<file path="src/rtl/dechuff_rle_expand.sv">
// Run-length expander: turns Huffman run/value tokens into one zigzag-ordered
// coefficient per beat, NCOEF per block, with DC, ZRL, EOB fill and end-of-stream beats.
module dechuff_rle_expand #(
   parameter int CW    = 12,
   parameter int NCOEF = 64
) (
   input  logic                     clock,
   input  logic                     reset,
   input  logic [15:0]              parsedToken_d,
   input  logic                     parsedToken_e,
   input  logic                     parsedToken_v,
   output logic                     parsedToken_b,
   output logic [15:0]              coef_d,
   output logic [$clog2(NCOEF)-1:0] coef_idx,
   output logic                     coef_e,
   output logic                     coef_v,
   input  logic                     coef_b,
   output logic                     err
);
   localparam int IW = $clog2(NCOEF);
   localparam logic [IW-1:0] LAST_IDX = IW'(NCOEF - 1);

   typedef enum logic [2:0] {ST_IDLE, ST_ZERO, ST_COEF, ST_FILL, ST_EOS} state_t;

   state_t        state_q, state_d, eff_state_s;
   logic [IW-1:0] idx_q, idx_d, idx_inc_s;
   logic [4:0]    zcnt_q, zcnt_d, eff_zcnt_s;
   logic [CW-1:0] val_q, val_d, eff_val_s;
   logic          zrl_q, zrl_d, eff_zrl_s;
   logic          pend_e_q, pend_e_d, eff_pend_e_s;
   logic          err_q, err_d;
   logic          coef_v_q, coef_v_d;
   logic          coef_e_q, coef_e_d;
   logic [15:0]   coef_d_q, coef_d_d;
   logic [IW-1:0] coef_idx_q, coef_idx_d;
   logic          adv_s, accept_s, last_s;
   logic [3:0]    tok_run_s;
   logic [CW-1:0] tok_val_s;

   function automatic logic [15:0] sext(input logic [CW-1:0] v);
      return {{(16-CW){v[CW-1]}}, v};
   endfunction

   // Handshake and token decode; an accepted token is executed in the same cycle,
   // so its first beat is loaded into the output register on the accepting edge.
   always_comb begin
      adv_s         = !coef_v_q || !coef_b;
      parsedToken_b = !((state_q == ST_IDLE) && adv_s);
      accept_s      = (state_q == ST_IDLE) && adv_s && parsedToken_v;
      tok_run_s     = parsedToken_d[15:12];
      tok_val_s     = parsedToken_d[CW-1:0];
      last_s        = (idx_q == LAST_IDX);
      idx_inc_s     = last_s ? {IW{1'b0}} : idx_q + IW'(1);
      eff_state_s   = state_q;
      eff_zcnt_s    = zcnt_q;
      eff_val_s     = val_q;
      eff_zrl_s     = zrl_q;
      eff_pend_e_s  = pend_e_q;
      if (accept_s) begin
         eff_val_s = tok_val_s;
         eff_zrl_s = 1'b0;
         if (parsedToken_e) begin
            eff_val_s = {CW{1'b0}};
            if (idx_q == {IW{1'b0}}) begin
               eff_state_s = ST_EOS;
            end else begin
               eff_state_s  = ST_FILL;
               eff_pend_e_s = 1'b1;
            end
         end else if (idx_q == {IW{1'b0}}) begin
            eff_state_s = ST_COEF;
         end else if (tok_run_s == 4'd0 && tok_val_s == {CW{1'b0}}) begin
            eff_state_s = ST_FILL;
         end else if (tok_run_s == 4'd15 && tok_val_s == {CW{1'b0}}) begin
            eff_state_s = ST_ZERO;
            eff_zcnt_s  = 5'd16;
            eff_zrl_s   = 1'b1;
         end else if (tok_run_s != 4'd0) begin
            eff_state_s = ST_ZERO;
            eff_zcnt_s  = {1'b0, tok_run_s};
         end else begin
            eff_state_s = ST_COEF;
         end
      end else begin
         eff_state_s = state_q;
      end
   end

   // One expansion step per output advance.
   always_comb begin
      state_d    = eff_state_s;
      idx_d      = idx_q;
      zcnt_d     = eff_zcnt_s;
      val_d      = eff_val_s;
      zrl_d      = eff_zrl_s;
      pend_e_d   = eff_pend_e_s;
      err_d      = err_q;
      coef_v_d   = coef_v_q;
      coef_e_d   = coef_e_q;
      coef_d_d   = coef_d_q;
      coef_idx_d = coef_idx_q;
      if (adv_s) begin
         coef_v_d   = 1'b1;
         coef_e_d   = 1'b0;
         coef_d_d   = 16'd0;
         coef_idx_d = idx_q;
         case (eff_state_s)
            ST_ZERO: begin
               idx_d  = idx_inc_s;
               zcnt_d = eff_zcnt_s - 5'd1;
               if (last_s) begin
                  // Past the block end only a ZRL finishing exactly here is legal.
                  state_d = ST_IDLE;
                  zrl_d   = 1'b0;
                  if (!(eff_zcnt_s == 5'd1 && eff_zrl_s)) begin
                     err_d = 1'b1;
                  end else begin
                     err_d = err_q;
                  end
               end else if (eff_zcnt_s == 5'd1) begin
                  state_d = eff_zrl_s ? ST_IDLE : ST_COEF;
                  zrl_d   = 1'b0;
               end else begin
                  state_d = ST_ZERO;
               end
            end
            ST_COEF: begin
               coef_d_d = sext(eff_val_s);
               idx_d    = idx_inc_s;
               state_d  = ST_IDLE;
            end
            ST_FILL: begin
               idx_d = idx_inc_s;
               if (last_s) begin
                  state_d = eff_pend_e_s ? ST_EOS : ST_IDLE;
               end else begin
                  state_d = ST_FILL;
               end
            end
            ST_EOS: begin
               coef_e_d   = 1'b1;
               coef_idx_d = {IW{1'b0}};
               idx_d      = {IW{1'b0}};
               pend_e_d   = 1'b0;
               state_d    = ST_IDLE;
            end
            default: begin
               coef_v_d = 1'b0;
               state_d  = ST_IDLE;
            end
         endcase
      end else begin
         coef_v_d = coef_v_q;
      end
   end

   // State and output registers with synchronous reset.
   always_ff @(posedge clock) begin
      if (reset) begin
         state_q    <= ST_IDLE;
         idx_q      <= {IW{1'b0}};
         zcnt_q     <= 5'd0;
         val_q      <= {CW{1'b0}};
         zrl_q      <= 1'b0;
         pend_e_q   <= 1'b0;
         err_q      <= 1'b0;
         coef_v_q   <= 1'b0;
         coef_e_q   <= 1'b0;
         coef_d_q   <= 16'd0;
         coef_idx_q <= {IW{1'b0}};
      end else begin
         state_q    <= state_d;
         idx_q      <= idx_d;
         zcnt_q     <= zcnt_d;
         val_q      <= val_d;
         zrl_q      <= zrl_d;
         pend_e_q   <= pend_e_d;
         err_q      <= err_d;
         coef_v_q   <= coef_v_d;
         coef_e_q   <= coef_e_d;
         coef_d_q   <= coef_d_d;
         coef_idx_q <= coef_idx_d;
      end
   end

   assign coef_v   = coef_v_q;
   assign coef_e   = coef_e_q;
   assign coef_d   = coef_d_q;
   assign coef_idx = coef_idx_q;
   assign err      = err_q;

endmodule

</file>
<file path="config.mk">
export PLATFORM = sky130hd
export DESIGN_NAME = dechuff_rle_expand
export DESIGN_NICKNAME = d
export VERILOG_FILES = /design/src/rtl/dechuff_rle_expand.sv
export SDC_FILE = /design/constraint.sdc
export NUM_CORES = 1
export LEC_CHECK = 0
export CAP_MARGIN = 20
export CORE_ASPECT_RATIO = 1.75
export CORE_MARGIN = 5
export CORE_UTILIZATION = 25
export CTS_BUF_LIST = sky130_fd_sc_hd__clkbuf_16
export CTS_CLUSTER_SIZE = 8
export DETAILED_ROUTE_END_ITERATION = 6
export PLACE_DENSITY = 0.46
export SETUP_SLACK_MARGIN = 0.2
export SYNTH_ARGS = -nofsm -noshare
export SYNTH_HDL_FRONTEND = slang
export SYNTH_SLANG_ARGS = --single-unit
</file>
<file path="constraint.sdc">
create_clock -name clock -period 4.3 [get_ports clock]
set_clock_uncertainty 0.2 [all_clocks]
set_input_delay 0.645 -clock clock [delete_from_list [all_inputs] [get_ports clock]]
set_output_delay 0.645 -clock clock [all_outputs]
set_load 0.005 [all_outputs]
</file>
==> summary.txt <==
Logic synthesis
  – Mapped Cells: 271
  – Dominant combinational cell family by area after synthesis: compound AO/OA/AOI/OAI gates
  – Adder-Cell Fraction of Synth Area: 2.12%
  – Mux cell area share after synthesis: 0.424%
  – Post-Syn Nets: 296
  – Post-synth ARST share: 0%
  – Post-Synth XOR/XNOR Area: 1.85%
  – YS warnings: 0
  – Mapped cell area: 2360 um^2
  – Synth Area in Simple Gates: 23.8%
  – Compound-Gate Fraction of Synth Area: 24.4%
  – Area leader, netlist: dfxtp_1
  – List of most frequent post-synthesis cells: dfxtp_1 (49), nor2_1 (40), a21oi_1 (28)
  – Netlist cell types: 55
  – Ranking of synthesized cells by area: dfxtp_1 (42%), nor2_1 (6.4%), a21oi_1 (5.9%)
  – Sequential area share after synthesis: 41.5%
  – Syn_area_per_cell: 8.72 um^2
  – Synth Flop Type: dfxtp_1
  – Number of synthesized flops with an enable pin: 0
  – #FFs+latches synth: 49
  – Most frequent cell after synthesis: dfxtp_1
  – Share of the synthesized area in the top cell type: 41.5%

GRT
  – Met2 Use GR: 20.4%
  – Vias in the first global route: 2180
  – Antenna violations before repair: 0
  – Met1 usage: 12.9%
  – First-pass GRT wire length: 10.8 mm
  – Grt ovf: 0
  – Largest net degree at the start of global routing: 41
  – Total Routing Usage GR: 11.6%
  – GRT busiest layer: met2
  – Met3 Use GR: 2.50%

Power and ir drop
  – PwrDens: 550 nW/um^2
  – Psw: 603 uW
  – Maximum VDD drop: 0.000199 V
  – Pint: 1.08 mW
  – Clock power frac: 26.5%
  – Sequential share of power: 34.3%
  – Sw Ratio: 35.9%
  – Static leakage: 1.11 nW
  – Comb power frac: 39.2%

Die
  – Die extent in x: 83.5 um
  – Die height: 139 um
  – Area of the core: 9350 um^2
  – Starting Density: 25.3%
  – # IOs: 47
  – Core Rows: 47
  – Die Area: 11600 um^2

Route
  – Vias: 2098
  – DRC: 0
  – Drt initial violations: 183
  – Total Wirelength: 6.48 mm
  – First-pass DRT Iterations: 4
  – Avg WL per Cell: 14.9 um
  – Vias per Instance: 4.83
  – Routed Antenna Nets: 0

STA
  – Fin. Hold Viols: 0
  – Slew Viols, Final: 0
  – Final clock period utilization by the worst path: 74.7%
  – Final worst slack: 1.09 ns
  – Final Setup Violations: 0
  – Minimum clock period: 3.21 ns
  – Max Clk Rate: 0.311 GHz
  – Relative slew slack: 40.3%
  – Sum of negative setup slack: 0 ns
  – Slew @ Worst Pin: 0.892 ns
  – RSZ-0062 raised after global routing: false
  – Hold WS: 0.245 ns

Setup path
  – CP Data Required Time: 4.33 ns
  – Slowest cell on the critical path: or4_1
  – Crit-path max FO: 12
  – R2r worst-path depth: 11
  – Reg2reg end: zcnt_q[2]
  – CP arrival: 3.24 ns
  – Critical path's top delay family: simple AND/OR/NAND/NOR gates
  – Setup CP Type: input pin to flop
  – Setup crit end kind: flop
  – Crit path buf inv count: 1
  – R2R Path Start: idx_q[0]
  – Cell depth of the worst setup path: 6
  – CP max stage delay: 0.66 ns
  – Critical path launch point type: input pin
  – Reg2Reg Setup Slack: 1.50 ns
  – Crit path cell chain: clkdlybuf4s50_1 -> or4_1 -> or3_2 -> o22ai_4 -> nor2b_2 -> a22o_1

Job
  – Max Cap Viol: 0

Clock network
  – Clock Tree Root: clkbuf_16
  – Clk slew on worst S/H paths: 0.07 ns
  – Clk sinks: 49
  – Cts-stage hold buffer count: 0
  – Clk_lat worst skew: 0.29 ns
  – Inserted Clock Buffers: 5
  – H-tree levels: 2
  – CTS tree: done
  – Clock buffer depth: 2
  – Cells resized by post-CTS repair: 0
  – Setup bufs post-CTS: 0

Min path
  – Worst Hold Endpoint: err
  – Worst hold path class: flop to flop
  – Worst Hold Depth: 2
  – Hold path startpoint: err

Layout
  – Multi-input logic area: 1240 um^2
  – Share of layout cells above drive strength 1: 7.69%
  – Nets: 336
  – Fillers: 988
  – Antenna Cells: 0
  – Final cell count without fillers: 434
  – FF/Latch Area: 981 um^2
  – P&R area growth vs syn: 29.2%

Placement
  – Placed cell count: 426
  – Buffers on Ports: 46
  – DP Wirelength: 4.84 mm
  – Dpl ws: 0.767 ns
  – Routability Congestion: 0.786

Outcome
  – Status: complete, no violations
-- cells by family (layout without fill, tap and decap cells) --
family / Yosys count / count (layout)
adder cells (fa/ha/maj): 4 / 4
XOR/XNOR: 5 / 5
AND/OR/NAND/NOR: 110 / 110
flip-flops: 49 / 49
AO/OA/AOI/OAI: 79 / 79
buffers and inverters: 23 / 64
multiplexers: 1 / 1
-- sequential cells by signal (all words and copies together), names as in the netlist --
register and flops:
state_q 3, zcnt_q 5, pend_e_q 1, val_q 12, coef_idx 6, zrl_q 1, idx_q 6, coef_v 1
coef_e 1, err 1, coef_d 12
-- metrics by stage --
step / instance area [um^2] / power (mW) / utilization (%)
final: 3050 / 1.68 / 32.7
after global routing: 3050 / 1.80 / 32.7
after CTS: 3050 / 1.70 / 32.7
after detailed placement: 2890 / 1.25 / 30.9
after global placement: 2890 / 1.25 / 30.9
after floorplan: 2360 / 1.06 / -
-- final cells by class --
class | instances | area share [%]
Clock buffer | 5 | 4.10
Clock inverter | 3 | 1.35
Timing Repair Buffer | 49 | 15.8
Sequential cell | 49 | 32.1
Tap cell | 122 | 5.00
Multi-Input combinational cell | 199 | 40.7
Inverter | 7 | 0.861
-- worst max path at each step --
stage | start | slack, ns | end
after floorplan | parsedToken_d[12] | 1.55 | idx_q[1]
after detailed placement | parsedToken_d[12] | 0.77 | coef_d[5]
after CTS | parsedToken_d[12] | 1.08 | coef_d[8]
after global placement | parsedToken_d[12] | 0.78 | idx_q[1]
after global routing | parsedToken_v | 0.91 | err
final | parsedToken_d[12] | 1.09 | coef_d[1]
-- worst reg2reg max path, cell delays in order, from the launching register on --
cell and delay (ns):
dfxtp_1 0.44, inv_1 0.10, ha_1 0.28, a2111oi_2 0.36, buf_4 0.19, nand2_1 0.13
a22oi_1 0.29, ha_1 0.20, nand2_1 0.05, nor2_1 0.22, xor2_1 0.18, nor2_1 0.05
-- power by group through the flow --
stage               combinational [mW]  sequential, mW  clock, mW
floorplan                        0.487           0.572          0
global placement                 0.662           0.588          0
detailed placement               0.662           0.586          0
CTS                              0.664           0.577      0.458
global route                     0.737           0.587      0.475
finish                           0.658           0.576      0.445
-- routing by layer --
layer | wire, um | share of wire [%] | up-vias
met1 | 2660 | 41 | 956
met4 | 196 | 3.0 | 0
met2 | 3230 | 50 | 69
li1 | - | - | 1061
met3 | 389 | 6.0 | 12
met5 | 0 | 0 | -
-- layout by cell type, fill, tap and decap left out, types with 6 or more instances in the layout --
cell,count
a21oi_1,28
inv_1,7
and3_1,12
nor2_1,40
nand3_1,6
clkdlybuf4s50_1,46
a22oi_1,11
nor3_1,6
nand2_1,15
dfxtp_1,49
a22o_1,13
(Power assumes the default switching activity.)
